==> config.mk <==
export PLATFORM = sky130hd
export DESIGN_NAME = usr_burst
export DESIGN_NICKNAME = d
export VERILOG_FILES = /design/src/rtl/usr_burst.sv
export SDC_FILE = /design/constraint.sdc
export NUM_CORES = 1
export LEC_CHECK = 0
export ABC_AREA = 0
export BUFFER_PORTS_ARGS = -buffer_cell sky130_fd_sc_hd__buf_4
export CAP_MARGIN = 20
export CORE_MARGIN = 4
export CORE_UTILIZATION = 40
export CTS_CLUSTER_DIAMETER = 150
export CTS_CLUSTER_SIZE = 24
export DETAILED_ROUTE_END_ITERATION = 10
export HOLD_SLACK_MARGIN = 0.06
export REMOVE_ABC_BUFFERS = 1
export SYNTH_ARGS = -nofsm -noshare
export SYNTH_HDL_FRONTEND = slang
export SYNTH_SLANG_ARGS = --single-unit
==> constraint.sdc <==
create_clock -name clk -period 3.2 [get_ports clk]
set_input_delay 0.64 -clock clk [delete_from_list [all_inputs] [get_ports clk]]
set_output_delay 0.64 -clock clk [all_outputs]
set_load 0.01 [all_outputs]
==> src/rtl/usr_burst.sv <==
// Parametrised universal shift register with an FSM-sequenced burst of shifts.
// Optional parity/par_err outputs are enabled by defining USR_BURST_PARITY_EN.
module usr_burst #(
    parameter int WIDTH  = 8,
    parameter int STEP_W = 3,
    parameter int CNT_W  = 4
) (
    input  logic              clk,
    input  logic              rst,
    input  logic              load,
    input  logic [WIDTH-1:0]  d_in,
    input  logic [2:0]        mode,
    input  logic [STEP_W-1:0] step,
    input  logic [CNT_W-1:0]  count,
    input  logic              start,
    input  logic              ser_in,
    output logic [WIDTH-1:0]  q,
    output logic              ser_out,
    output logic              busy,
    output logic              done
`ifdef USR_BURST_PARITY_EN
    ,
    output logic              parity,
    output logic              par_err
`endif
);

    typedef enum logic [1:0] {IDLE, RUN, DONE} state_t;

    state_t            state_q, state_d;
    logic [2:0]        mode_q;
    logic [STEP_W-1:0] step_q;
    logic [CNT_W-1:0]  rem_q;
    logic [WIDTH-1:0]  q_r, shifted, ones, fill_l, fill_r;
    logic              take, shift_en;
    int                rot;

    assign ones = '1;

    always_ff @(posedge clk or posedge rst) begin
        if (rst) state_q <= IDLE;
        else     state_q <= state_d;
    end

    always_comb begin
        state_d  = state_q;
        take     = 1'b0;
        shift_en = 1'b0;
        unique case (state_q)
            IDLE: begin
                if (!load && start) begin
                    take    = 1'b1;
                    state_d = (count == '0) ? DONE : RUN;
                end
            end
            RUN: begin
                shift_en = 1'b1;
                if (rem_q <= CNT_W'(1)) state_d = DONE;
            end
            DONE:    state_d = IDLE;
            default: state_d = IDLE;
        endcase
    end

    // Shifts past the register width saturate to the fill value naturally.
    always_comb begin
        rot     = int'(step_q) % WIDTH;
        fill_l  = ser_in ? ~(ones << step_q) : '0;
        fill_r  = ser_in ? ~(ones >> step_q) : '0;
        shifted = q_r;
        unique case (mode_q)
            3'b000: shifted = q_r;
            3'b001: shifted = q_r << step_q;
            3'b010: shifted = q_r >> step_q;
            3'b011: shifted = $unsigned($signed(q_r) >>> step_q);
            3'b100: shifted = (q_r << rot) | (q_r >> (WIDTH - rot));
            3'b101: shifted = (q_r >> rot) | (q_r << (WIDTH - rot));
            3'b110: shifted = (q_r << step_q) | fill_l;
            3'b111: shifted = (q_r >> step_q) | fill_r;
            default: shifted = q_r;
        endcase
    end

    always_ff @(posedge clk or posedge rst) begin
        if (rst) begin
            q_r    <= '0;
            mode_q <= '0;
            step_q <= '0;
            rem_q  <= '0;
        end else begin
            if (state_q == IDLE && load) begin
                q_r <= d_in;
            end else if (shift_en) begin
                q_r   <= shifted;
                rem_q <= rem_q - CNT_W'(1);
            end
            if (take) begin
                mode_q <= mode;
                step_q <= step;
                rem_q  <= count;
            end
        end
    end

    assign q    = q_r;
    assign busy = (state_q == RUN);
    assign done = (state_q == DONE);

    always_comb begin
        ser_out = q_r[0];
        if (mode_q == 3'b001 || mode_q == 3'b100 || mode_q == 3'b110)
            ser_out = q_r[WIDTH-1];
    end

`ifdef USR_BURST_PARITY_EN
    logic par_cap;

    assign parity = ^q_r;

    always_ff @(posedge clk or posedge rst) begin
        if (rst) begin
            par_cap <= 1'b0;
            par_err <= 1'b0;
        end else if (take) begin
            par_cap <= parity;
            par_err <= 1'b0;
        end else if (state_q == DONE && parity != par_cap) begin
            par_err <= 1'b1;
        end
    end
`endif

endmodule

==> results of run 1 <==
-- through the flow --
step | TNS (ps) | power, mW
5_1_grt | 0 | 4.241
4_1_cts | 0 | 3.891
2_1_floorplan | -802.9 | 2.695
3_3_place_gp | 0 | 3.616
6_report | 0 | 3.941
3_5_place_dp | 0 | 3.603
-- worst max-delay path, delay by kind of cell, from the launching register on --
family	cells	cell delay (ps)
DFF	1	430
buffers and inverters	1	100
AOI/OAI and AO/OA	3	700
adders and majority gates	1	700
muxes	2	580
-- cells by family after synthesis --
family,share of synthesized area
AO/OA/AOI/OAI,0.2356
adder cells (fa/ha/maj),0.02833
buffers and inverters,0.1025
multiplexers,0.2266
flip-flops,0.1889
AND/OR/NAND/NOR,0.2082
XOR/XNOR,0.009917
-- placed cells by master, fill, tap and decap left out, drive strengths merged, types with 4 or more instances in the layout --
master / count
nor2: 25
a31oi: 5
mux2i: 24
buf: 42
nand3: 8
a21oi: 19
nor4b: 4
nand2b: 4
ha: 6
mux4: 13
nor4: 4
nand2: 25
inv: 13
o211ai: 4
mux2: 5
dfrtp: 20
and3: 5
o21ai: 30
nor3: 11
nor2b: 4
-- per-layer routing --
layer	vias to the layer above	track usage	routed length, µm
met2	151	0.3523	3887
met1	1253	0.3187	3651
li1	1228	-	-
met3	24	0.03041	869
met5	-	0	0
met4	0	0.06495	220
-- layout make-up --
cell class	instances	share of cell area
timing repair buffer	42	0.1073
sequential	20	0.1708
clock buffer	3	0.01405
inverter	15	0.02342
clock inverter	1	0.01022
tap	77	0.03279
multi-input combinational	250	0.6414
-- power by group --
part	total, mW	switching [mW]	internal, mW	leakage [nW]
logic	2.91	1.61	1.30	0.931
registers	0.758	0.380	0.378	0.244
clock network	0.273	0.106	0.168	0.0357
-- flip-flops by register name, indices dropped and copies added, names as in the netlist --
| register | cells |
|---|---|
| step_q | 3 |
| mode_q | 3 |
| rem_q | 4 |
| state_q | 2 |
| q | 8 |
-- worst max path at each step --
stage,to,start,cells after the start
floorplan,q[5]$_DFFE_PP0P_,step_q[0]$_DFFE_PP0P_,8
global placement,q[5]$_DFFE_PP0P_,step_q[0]$_DFFE_PP0P_,8
detailed placement,q[4]$_DFFE_PP0P_,step_q[0]$_DFFE_PP0P_,7
CTS,q[4]$_DFFE_PP0P_,step_q[0]$_DFFE_PP0P_,7
global route,q[4]$_DFFE_PP0P_,step_q[0]$_DFFE_PP0P_,7
finish,q[4]$_DFFE_PP0P_,step_q[0]$_DFFE_PP0P_,7
==> flow_summary.yaml, run 1 <==
run_status:
  status: "complete, no violations"
drt:
  wl_per_cell_um: 21.15
  first_iter_violations: 312
  ant_nets: 0
  first_pass_iters: 5
  vias: 2656
  drc: 0
  vias_per_cell: 6.510
  routed_wl_mm: 8.628
clock_tree:
  insertion_delay_ps: 270
  clk_pin_slew_ps: 90
  clockBufferDepth: 2
  cts_root_buf: "clkbuf_8"
  holdBufCountCts: 0
  cts_resized: 0
  cts_tree: "built"
  cts.sinks: 20
  cts-htree-levels: 1
  post_cts_buffers: 0
  numCtsBuffers: 3
floorplan:
  num_rows: 29
  boundaryPins: 34
  die_h_um: 89.40
  fp.dieW_um: 89.40
  coreArea_um2: 6386
  dieArea_um2: 7991
  start_util: 0.4150
sta:
  tightest_slew_ps: 829.0
  finalSetupViolCount: 0
  rsz0062_at_grt: "false"
  fin_crit_ps: 2613
  worst_clock_skew_ps: 1.249
  fin_crit_sh: 0.8165
  fmax_mhz: 382.7
  relSlewSlack: 0.4467
  whs_ps: 523.6
  setup_slack_ps: 587.1
  slew_viol_final: 0
  final-hold-violation-count: 0
yosys:
  yosys-top-cells-area: "dfrtp_1 (19%), mux2i_1 (9.1%), mux4_2 (8.5%)"
  ys_ff_latch: 20
  yosysUniqueCellTypes: 71
  synth_seq_area_share: 0.1889
  syn_area_per_cell_um2: 8.333
  syn_area_um2: 2650
  synthCells: 318
  synthDominantCellAreaShare: 0.1889
  synthArstFlopShare: 1.000
  synth.most_common_cell: "o21ai_0"
  synth_edf_count: 0
  synth_ff_type: "dfrtp_1"
  yosys.area.top_type: "dfrtp_1"
  yosysWarnings: 0
  synth_common_cells: "o21ai_0 (28), nand2_1 (25), mux2i_1 (24), nor2_1 (24), dfrtp_1 (20)"
critical_path:
  r2r-start: "step_q[0]$_DFFE_PP0P_"
  path_class: "reg -> reg"
  r2r-end: "q[4]$_DFFE_PP0P_"
  start_kind: "flop"
  critPathRequiredTime_ps: 3370
  slowest_stage: "ha_1"
  r2r_setup_slack_ps: 590
  r2r_cells: 7
  worstSetupEndpointType: "flop"
  worst_path_largest_cell_delay_ps: 700
  crit_path_frequent_cell: "mux2i_1"
  cp_max_fo: 16
  crit_chain: "clkinv_8 -> ha_1 -> mux2i_1 -> mux2i_1 -> a221oi_2 -> o2111ai_1 -> a221o_1"
  cp.arrival_ps: 2780
power_and_ir_drop:
  ir_worst_vdd_uv: 552.6
  p_leak_nw: 1.210
  powerDensity_nw_per_um2: 1341
finish:
  area_growth_pct: 10.86
  multi_input_area_um2: 1884
  layout.cells.non_filler: 408
  final_nets: 361
  regArea_um2: 501.7
  stdcell_area_um2: 2938
  drive_above_1_share: 0.2145
  fillers: 654
  utilization: 0.4600
  diodes: 0
global_route:
  antenna_found_initial: 0
  grt_pass1_wl_mm: 13.56
  grt-ovfl-total: 0
  grt_start_max_net_pins: 43
  grt_pass1_vias: 2449
  track_usage: 0.2235
placement:
  dp_cells: 404
  hpwl_mm: 6.001
  routabilityCongestion: 0.9094
  dpl_cell_area_um2: 2867
  pre_cts_slack_ps: 638.1
  io_buffers: 33
hold_path:
  worstHoldPathType: "in -> async"
run:
  cap_viol_max_count: 0
(Power assumes the default switching activity.)
==> inputs of run 2 (changes only) <==
==> constraint.sdc (replaced) <==
create_clock -name clk -period 2.45 [get_ports clk]
set_input_delay 0.49 -clock clk [delete_from_list [all_inputs] [get_ports clk]]
set_output_delay 0.49 -clock clk [all_outputs]
set_load 0.01 [all_outputs]
==> flow_summary.yaml, run 2 (synthesis results as in run 1) <==
critical_path:
  path_class: "reg -> reg"
  path_buf_inv: 1
  cp_max_fo: 2
  worstSetupEndpointType: "flop"
  cp_top_family: "adder cells"
  start_kind: "flop"
  critPathRequiredTime_ps: 2590
  worst_path_largest_cell_delay_ps: 510
  cp.arrival_ps: 2540
  crit_chain: "clkinv_8 -> ha_1 -> ha_4 -> mux4_2 -> a2bb2oi_2 -> nor3_1 -> nor4b_2 -> o311ai_1"
  slowest_stage: "mux4_2"
finish:
  drive_above_1_share: 0.2536
  largest_reg_flops: 8
  area_growth_pct: 15.96
  final_common_cell: "buf_4"
  layout.cells.non_filler: 420
  diodes: 0
  final_nets: 373
  mostFrequentLayoutCells: "buf_4 (52), o21ai_0 (27), nand2_1 (25)"
sta:
  tightest_slew_ps: 831.5
  fmax_mhz: 417.6
  final-hold-violation-count: 0
  finalSetupViolCount: 0
  relSlewSlack: 0.4450
  fin_crit_sh: 0.9773
  setup_slack_ps: 55.53
  fin_crit_ps: 2394
  worst_clock_skew_ps: 0.9447
  finalSetupTns_ps: 0
  whs_ps: 382.7
  slew_viol_final: 0
floorplan:
  coreArea_um2: 6386
  boundaryPins: 34
  fp.dieW_um: 89.40
  dieArea_um2: 7991
  num_rows: 29
  start_util: 0.4150
  die_h_um: 89.40
clock_tree:
  clk_pin_slew_ps: 90
  insertion_delay_ps: 270
  post_cts_buffers: 0
  clockBufferDepth: 2
  cts.sinks: 20
  cts-htree-levels: 1
  cts_root_buf: "clkbuf_8"
  numCtsBuffers: 3
  cts_tree: "built"
global_route:
  antenna_found_initial: 0
  track_usage: 0.2308
  grt-ovfl-total: 0
  use_met3: 0.02857
  grt_start_max_net_pins: 34
  grt_busiest_layer: "met2"
  grtUsageMet2: 0.3590
  met1_usage: 0.3318
  grt_pass1_wl_mm: 14.05
  grt_pass1_vias: 2607
placement:
  io_buffers: 33
  routabilityCongestion: 0.9740
  pre_cts_slack_ps: -25.17
  dp_cells: 416
  hpwl_mm: 6.444
drt:
  first_pass_iters: 5
  routed_wl_mm: 9.182
  ant_nets: 0
  vias: 2777
  drc: 0
  first_iter_violations: 250
  wl_per_cell_um: 21.86
  vias_per_cell: 6.612
hold_path:
  worstHoldPathType: "in -> async"
power_and_ir_drop:
  ir_worst_vdd_uv: 703.8
  powerDensity_nw_per_um2: 1799
  p_leak_nw: 1.276
  total_power_mw: 5.528
run:
  cap_viol_max_count: 0
run_status:
  status: "complete, no violations"
## run 2: cell types whose count changed in the layout (fill, tap and decap cells not counted), sizes merged
cell	before	now
buf	42	54
## run 2: power breakdown
| group | switching, mW | internal, mW |
|---|---|---|
| sequential | 0.475 | 0.495 |
| clock | 0.136 | 0.218 |
| combinational | 2.26 | 1.94 |
## run 2: cell type report
type                    count  area, µm²
fillers                   639       3313
flip-flops and latches     20      501.7
repair buffers             54      421.7
inverters                  15      68.82
clock inverters             1      30.03
well taps                  77      96.34
clock buffers               3      41.29
multi-input cells         250       1913
## run 2: through the flow
| step | cell area, µm² | utilization |
|---|---|---|
| 6_report | 3073 | 0.4812 |
| 5_1_grt | 3073 | 0.4812 |
| 4_1_cts | 3047 | 0.4771 |
| 3_5_place_dp | 2969 | 0.4649 |
| 3_3_place_gp | 2969 | 0.4649 |
| 2_1_floorplan | 2447 | - |
## run 2: path summary, 6_finish.rpt
kind / cells after the start / slack [ps] / endpoint / startpoint
worst min register to register: 2 / 600 / rem_q[1]$_DFFE_PP0P_ / rem_q[1]$_DFFE_PP0P_
max in group asynchronous: 2 / 1500 / step_q[0]$_DFFE_PP0P_ / rst
worst min-delay path: 2 / 380 / q[0]$_DFFE_PP0P_ / rst
worst max register to register: 8 / 60 / q[5]$_DFFE_PP0P_ / step_q[0]$_DFFE_PP0P_
min in group clk: 3 / 420 / mode_q[1]$_DFFE_PP0P_ / mode[1]
worst max-delay path: 8 / 60 / q[5]$_DFFE_PP0P_ / step_q[0]$_DFFE_PP0P_
## run 2: repair_timing
action	4_1_cts	5_1_grt
hold buffers	0	0
setup endpoints to repair	1	4
pin swaps	0	1
gates resized for setup	1	6
## run 2: layer usage
layer  vias up  part of all wire  routed length [µm]
li1       1256                 -                   -
met1      1342              0.42                3898
met3        13             0.093                 851
met2       166              0.46                4263
met5         -                 0                   0
met4         0             0.018                 168
